### config.mk
export PLATFORM = sky130hd
export DESIGN_NAME = flt2int_seq
export DESIGN_NICKNAME = d
export VERILOG_FILES = /design/src/rtl/flt2int_seq.sv
export SDC_FILE = /design/constraint.sdc
export NUM_CORES = 1
export LEC_CHECK = 0
export ABC_AREA = 0
export CAP_MARGIN = 10
export CORE_AREA = 8 8 96 98
export CTS_BUF_LIST = sky130_fd_sc_hd__clkbuf_4 sky130_fd_sc_hd__clkbuf_8
export DETAILED_ROUTE_END_ITERATION = 6
export DIE_AREA = 0 0 104 106
export DONT_BUFFER_PORTS = 1
export PLACE_DENSITY = 0.52
export SLEW_MARGIN = 20
export SYNTH_ARGS = -nofsm -noshare
export SYNTH_HDL_FRONTEND = slang
export SYNTH_SLANG_ARGS = --single-unit
### constraint.sdc
create_clock -name Clk -period 6.2 [get_ports Clk]
set_input_delay 1.24 -clock Clk [delete_from_list [all_inputs] [get_ports Clk]]
set_output_delay 1.24 -clock Clk [all_outputs]
set_load 0.01 [all_outputs]
### src/rtl/flt2int_seq.sv
// flt2int_seq: multicycle sequencer that reads an IEEE-754 half-precision value
// from data memory and converts it to a saturated 16-bit two's-complement
// integer, truncating toward zero. It then writes the result back to memory.
//
// Ports
//   Clk        rising-edge clock
//   Reset      asynchronous, active-high reset
//   Start      request; a conversion launches once Start is seen high, then low
//   Done       high while the result is valid; held until the next accepted Start
//   mem_addr   data-memory address (read data returns combinationally)
//   mem_rdata  data-memory read data
//   mem_wr_en  data-memory write enable (memory writes on the rising Clk edge)
//   mem_wdata  data-memory write data
//
// Mantissa alignment uses a one-bit-per-cycle shifter, so latency is
// 6+n edges, where n is the shift distance chosen in DECODE.
module flt2int_seq #(
  parameter int AW       = 8,
  parameter int SRC_ADDR = 4,
  parameter int DST_ADDR = 6
) (
  input  logic          Clk,
  input  logic          Reset,
  input  logic          Start,
  output logic          Done,
  output logic [AW-1:0] mem_addr,
  input  logic [7:0]    mem_rdata,
  output logic          mem_wr_en,
  output logic [7:0]    mem_wdata
);

  typedef enum logic [3:0] {
    IDLE, ARMED, RD_LO, RD_HI, DECODE, SHIFT, WR_LO, WR_HI, DONE
  } state_t;

  state_t      state, nxt;
  logic [7:0]  lo_byte, hi_byte;
  logic [15:0] mag;
  logic [3:0]  cnt;
  logic        dir_left, sat, sgn;

  // Decode of the latched operand
  logic [15:0] f;
  logic [4:0]  e;
  logic [10:0] m;
  logic [3:0]  dec_n;
  logic        dec_left;
  logic [15:0] result;

  assign f = {hi_byte, lo_byte};
  assign e = f[14:10];
  assign m = {|e, f[9:0]};

  always_comb begin
    dec_n    = '0;
    dec_left = 1'b0;
    if (e == 5'd0 || e >= 5'd30) begin
      dec_n = '0;
    end else if (e >= 5'd25) begin
      dec_left = 1'b1;
      dec_n    = 4'(e - 5'd25);
    end else if (e <= 5'd13) begin
      // 11-bit mantissa is fully gone after 12 right shifts; cap the distance
      dec_n = 4'd12;
    end else begin
      dec_n = 4'(5'd25 - e);
    end
  end

  // Negating a zero magnitude gives 0, so -0.0 naturally maps to 0x0000
  always_comb begin
    if (sat)      result = sgn ? 16'h8000 : 16'h7FFF;
    else if (sgn) result = 16'(-mag);
    else          result = mag;
  end

  // State register
  always_ff @(posedge Clk or posedge Reset) begin
    if (Reset) state <= IDLE;
    else       state <= nxt;
  end

  // Next-state logic
  always_comb begin
    nxt = state;
    case (state)
      IDLE, DONE: if (Start) nxt = ARMED;
      ARMED:      if (!Start) nxt = RD_LO;
      RD_LO:      nxt = RD_HI;
      RD_HI:      nxt = DECODE;
      DECODE:     nxt = (dec_n == 4'd0) ? WR_LO : SHIFT;
      // The last shift happens on the edge that leaves SHIFT
      SHIFT:      if (cnt == 4'd1) nxt = WR_LO;
      WR_LO:      nxt = WR_HI;
      WR_HI:      nxt = DONE;
      default:    nxt = IDLE;
    endcase
  end

  // Memory-side outputs
  always_comb begin
    mem_addr  = '0;
    mem_wr_en = 1'b0;
    mem_wdata = '0;
    case (state)
      RD_LO: mem_addr = AW'(SRC_ADDR);
      RD_HI: mem_addr = AW'(SRC_ADDR + 1);
      WR_LO: begin
        mem_addr  = AW'(DST_ADDR);
        mem_wr_en = 1'b1;
        mem_wdata = result[7:0];
      end
      WR_HI: begin
        mem_addr  = AW'(DST_ADDR + 1);
        mem_wr_en = 1'b1;
        mem_wdata = result[15:8];
      end
      default: ;
    endcase
  end

  // Done is registered and therefore lags entry into DONE by one edge
  always_ff @(posedge Clk or posedge Reset) begin
    if (Reset)                                      Done <= 1'b0;
    else if ((state == IDLE || state == DONE) && Start) Done <= 1'b0;
    else if (state == DONE)                         Done <= 1'b1;
  end

  // Datapath: operand capture, decode and the serial shifter
  always_ff @(posedge Clk or posedge Reset) begin
    if (Reset) begin
      lo_byte  <= '0;
      hi_byte  <= '0;
      mag      <= '0;
      cnt      <= '0;
      dir_left <= 1'b0;
      sat      <= 1'b0;
      sgn      <= 1'b0;
    end else begin
      case (state)
        RD_LO: lo_byte <= mem_rdata;
        RD_HI: hi_byte <= mem_rdata;
        DECODE: begin
          mag      <= (e == 5'd0) ? 16'd0 : {5'd0, m};
          cnt      <= dec_n;
          dir_left <= dec_left;
          sat      <= (e >= 5'd30);
          sgn      <= f[15];
        end
        SHIFT: begin
          mag <= dir_left ? (mag << 1) : (mag >> 1);
          cnt <= cnt - 4'd1;
        end
        default: ;
      endcase
    end
  end

endmodule
==> results.md <==
- After floorplanning, the core was sized to cover 7850 um^2.
- The leakage power figure is 1.26 nW.
- The area after detailed placement is 2990 um^2.
- VDD sags by at most 248 uV.
- The combinational family with the most area after synthesis is compound AO/OA/AOI/OAI gates.
- The post-synthesis instance area is 2970 um^2.
- For the worst-skew pair, the clock arrives at the later sink with an insertion delay of 0.30 ns.
- The number of resized instances in the post-cts repair step is 0.
- The total count of max-transition violations in the final report is 0.
- The path with the worst hold slack has its endpoint at sgn$_DFFE_PP0P_.
- The flow ran to the end, and the final reports show no timing, DRC or antenna violations.
- The number of synthesized register bits is 44.
- In the routed design, unresolved DRC markers number 0.
- The synthesized instance count is 335.
- After detailed routing, the average wire length per cell comes to 17.1 um.
- The number of violations reported at the end of detailed-routing iteration 0 is 141.
- Once detailed placement completed, the half-perimeter wirelength came to 5.27 mm.
- Power spread over the standard cell area amounts to 531 nW/um^2.
- The initial cell density of the core is 0.378.
- A synthesized cell averages 8.86 um^2.
- Dividing the detail-routed via count by the number of cells gives 5.63.
- The worst hold path belongs to the class reg2reg.
- TritonCTS built the clock tree.
- Counting along the longest clock path gives a buffer depth of 2.
- For this design, the sink count on the clock tree is 44.
- The cell-internal power is 886 uW.
- The endpoint kind of the worst setup timing path is a primary output.
- For this design, the CTS-stage hold fixing added 0 buffers.
- The detailed-route via count is 2393.
- In the final timing run, aggregate negative setup slack is 0 ns.
- The leading register cell type out of synthesis is sky130_fd_sc_hd__dfrtp_1.
- The data arrival time of the critical path is 2.74 ns.
- The simple logic cell fraction of the synthesized area is 0.164.
- For the finished layout, the period the worst path requires is 3.98 ns.
- The post-layout instance area is 3110 um^2.
- For this run, the number of Yosys warnings is 0.
- The number of placement rows is 33.
- The number of diodes is 0.
- STA puts the critical path data required time at 4.96 ns.
- The area of the die is 11000 um^2.
- The die is 104 um wide.
- In this run, CTS created clock tree buffers numbering 5.
- Ranked by total cell area, the synthesized netlist is headed by sky130_fd_sc_hd__dfrtp_1 (37%), sky130_fd_sc_hd__mux2_2 (6.1%), sky130_fd_sc_hd__o21ai_0 (4.4%).
- The cell count of the worst reg-to-reg path is 4.
- In the final layout, the share of cells above drive strength 1 is 0.116.
- The number of buffer cells added on primary ports is 0.
- The post-CTS setup buffer count is 0.
- The capture point of the worst reg-to-reg path is hi_byte[7]$_DFFE_PP0P_.
- The startpoint type of the worst setup path is a flip-flop.
- The source of the worst hold timing path is hi_byte[7]$_DFFE_PP0P_.
- Of the total power, the clock network draws 0.139.
- The analysis attributes to net switching a power of 763 uW.
- The final hold violation count was 0.
- The share of flip-flops with an asynchronous set or reset is 1.00.
- The number of global-route vias before repair is 2319.
- The cell taking the most area after synthesis is sky130_fd_sc_hd__dfrtp_1.
- The timing startpoint of the critical path is mag[1]$_DFFE_PP0P_.
- The switching share of total power is 0.463.
- The clock slew at the register clock pins of the worst setup and hold paths is 0.09 ns.
- The top cell type's share of synthesized area is 0.371.
- The transition time of the tightest slew-check pin is 0.911 ns.
- The global-route wire length before repair is 12.2 mm.
- Of the synthesized area, sequential elements account for 0.371.
- Summing all flip-flop and latch instances after layout gives 1100 um^2.
- The final weighted congestion in routability-driven placement is 0.891.
- In this run the number of H-tree levels came out at 2.
- Of the total power, registers draw 0.382.
- The maximum operating frequency is 0.251 GHz.
- Counting instances, the worst hold path has a depth of 1.
- Setup repair after global routing left no endpoint under its margin.
- In this run the worst path has a maximum fanout of 5.
- Of the total synthesized cell area, the portion taken by full adders, half adders and majority gates is 0.0422.
- Once detail routing completed, the nets flagged for antenna violations numbered 0.
- The all-layer global routing usage is 0.134.
- Summed over all layers, the global routing overflow is 0.
- Measured against the total synthesized area, the mux share comes to 0.101.
- In this run, synthesis inferred 0 flip-flops with an integrated enable.
- The count of distinct cell types in the synthesized netlist is 55.
- The number of top-level pins is 29.
- Hold is met by 0.515 ns.
- The number of nets in the layout is 340.
- Max-cap violations in this run came to 0.
- For the final database, setup skew stands at 0.00383 ns.
- For this block, the routed nets add up to 7.26 mm of wire.
- Dividing the final minimum period by the clock period gives 0.642.
- For this run, the detailed router's first-pass iteration total came to 4.
- The compound-cell area share of the yosys netlist was 0.223.
- The chip height is 106 um.
- The setup slack of the worst register-to-register path is 3.76 ns.
- The multi-input combinational cells in the finished layout cover a total of 1700 um^2.
- The critical path is of the reg2out type.
- The relative contribution of combinational cells to total power is 0.478.
- Entering global routing, the biggest net connects 45 pins.
- The layout has 814 filler cells.
- The initial antenna violation count is 0.
- The master cell of the clock root buffer is sky130_fd_sc_hd__clkbuf_8.
- Of the total synthesized cell area, the portion taken by XOR and XNOR cells is 0.0354.
- The launch instance of the worst register-to-register path is state[1]$_DFFE_PP0P_.
- The worst-case headroom to the max-slew limit is 0.391.
- From synthesis to final layout, the design area changed by 4.64%.
- The setup-violating endpoint count in the final report is 0.
-- stage by stage --
step           utilization  total power [mW]  instances  setup slack [ns]
2_1_floorplan            -              1.24        339              2.83
4_1_cts              0.396              1.66        425              2.22
3_5_place_dp         0.381              1.43        417              2.56
3_3_place_gp         0.381              1.42        417              2.61
6_report             0.396              1.65        425              2.22
5_1_grt              0.396              1.79        425              2.09
-- power by group through the flow --
stage | Clock [mW] | Combinational [mW] | Sequential (mW)
floorplan | 0 | 0.746 | 0.495
global placement | 0 | 0.787 | 0.634
detailed placement | 0 | 0.792 | 0.634
CTS | 0.238 | 0.795 | 0.628
global route | 0.249 | 0.889 | 0.657
finish | 0.230 | 0.789 | 0.630
-- layer usage --
layer	vias up	track usage	wire, um
met5	-	0	0
met4	0	0.0476	121
met3	10	0.0351	399
met2	62	0.207	3260
met1	1152	0.177	3480
li1	1169	-	-
-- worst max path at each step --
stage	endpoint	cells past startpoint	slack (ns)
2_1_floorplan	mem_wdata[6]	7	2.83
3_3_place_gp	mem_wdata[6]	7	2.61
3_5_place_dp	mem_wdata[6]	7	2.56
4_1_cts	mem_wdata[6]	7	2.22
5_1_grt	mem_wdata[7]	5	2.09
6_report	mem_wdata[6]	7	2.22
-- layout make-up --
cell class,instances,share of cell area
sequential,44,0.355
multi-input combinational,254,0.546
tap,105,0.0423
clock buffer,5,0.0222
inverter,12,0.0149
timing repair buffer,2,0.00483
clock inverter,3,0.0149
-- worst max-delay path, cell delays in order, from the launching register on --
cell	delay (ns)
sky130_fd_sc_hd__dfrtp_1	0.43
sky130_fd_sc_hd__inv_1	0.13
sky130_fd_sc_hd__ha_1	0.19
sky130_fd_sc_hd__or3b_4	0.41
sky130_fd_sc_hd__or3_4	0.37
sky130_fd_sc_hd__or3_1	0.38
sky130_fd_sc_hd__a221oi_1	0.36
sky130_fd_sc_hd__o21ai_1	0.17
-- synth_stat cells, drive strengths merged (7+ instances only) --
library cell	instances
inv	12
mux2i	12
o21ai	27
mux2	16
xor2	7
a21oi	20
buf	8
clkbuf	21
ha	10
nand2	34
nor2	27
dfrtp	44
o31ai	9
-- cells by family after synthesis --
family	after synthesis
compound gates	100
simple gates	99
flops	44
buf+inv	41
mux	28
xor+xnor	12
fa+ha+maj	10
other cells	1
-- cells in the final DEF, fill, tap and decap left out, types with 2 or more instances in the layout --
| cell | instances |
|---|---|
| sky130_fd_sc_hd__a211o_1 | 2 |
| sky130_fd_sc_hd__a211oi_1 | 4 |
| sky130_fd_sc_hd__a21boi_0 | 3 |
| sky130_fd_sc_hd__a21o_1 | 2 |
| sky130_fd_sc_hd__a21oi_1 | 20 |
| sky130_fd_sc_hd__a221oi_1 | 3 |
| sky130_fd_sc_hd__a22oi_1 | 3 |
| sky130_fd_sc_hd__a31o_2 | 2 |
| sky130_fd_sc_hd__a31oi_1 | 3 |
| sky130_fd_sc_hd__and2_1 | 3 |
| sky130_fd_sc_hd__buf_4 | 2 |
| sky130_fd_sc_hd__clkbuf_8 | 5 |
| sky130_fd_sc_hd__conb_1 | 5 |
| sky130_fd_sc_hd__dfrtp_1 | 44 |
| sky130_fd_sc_hd__ha_1 | 10 |
| sky130_fd_sc_hd__inv_1 | 11 |
| sky130_fd_sc_hd__mux2_2 | 16 |
| sky130_fd_sc_hd__mux2i_1 | 12 |
| sky130_fd_sc_hd__nand2_1 | 34 |
| sky130_fd_sc_hd__nand2b_1 | 4 |
| sky130_fd_sc_hd__nand3_1 | 5 |
| sky130_fd_sc_hd__nand3b_1 | 2 |
| sky130_fd_sc_hd__nand4_1 | 2 |
| sky130_fd_sc_hd__nor2_1 | 27 |
| sky130_fd_sc_hd__nor2b_1 | 4 |
| sky130_fd_sc_hd__nor3_1 | 4 |
| sky130_fd_sc_hd__nor4_1 | 2 |
| sky130_fd_sc_hd__o211ai_1 | 3 |
| sky130_fd_sc_hd__o21ai_0 | 26 |
| sky130_fd_sc_hd__o221a_2 | 2 |
| sky130_fd_sc_hd__o221ai_1 | 3 |
| sky130_fd_sc_hd__o22ai_1 | 3 |
| sky130_fd_sc_hd__o31a_2 | 2 |
| sky130_fd_sc_hd__o31ai_1 | 9 |
| sky130_fd_sc_hd__o41ai_1 | 3 |
| sky130_fd_sc_hd__or3_1 | 4 |
| sky130_fd_sc_hd__xnor2_1 | 5 |
| sky130_fd_sc_hd__xor2_1 | 7 |
-- registers in the layout (all words and copies together), names as in the netlist --
| signal | count |
|---|---|
| sgn | 1 |
| lo_byte | 8 |
| dir_left | 1 |
| cnt | 4 |
| hi_byte | 8 |
| Done | 1 |
| sat | 1 |
| mag | 16 |
| state | 4 |
(Power assumes the default switching activity.)
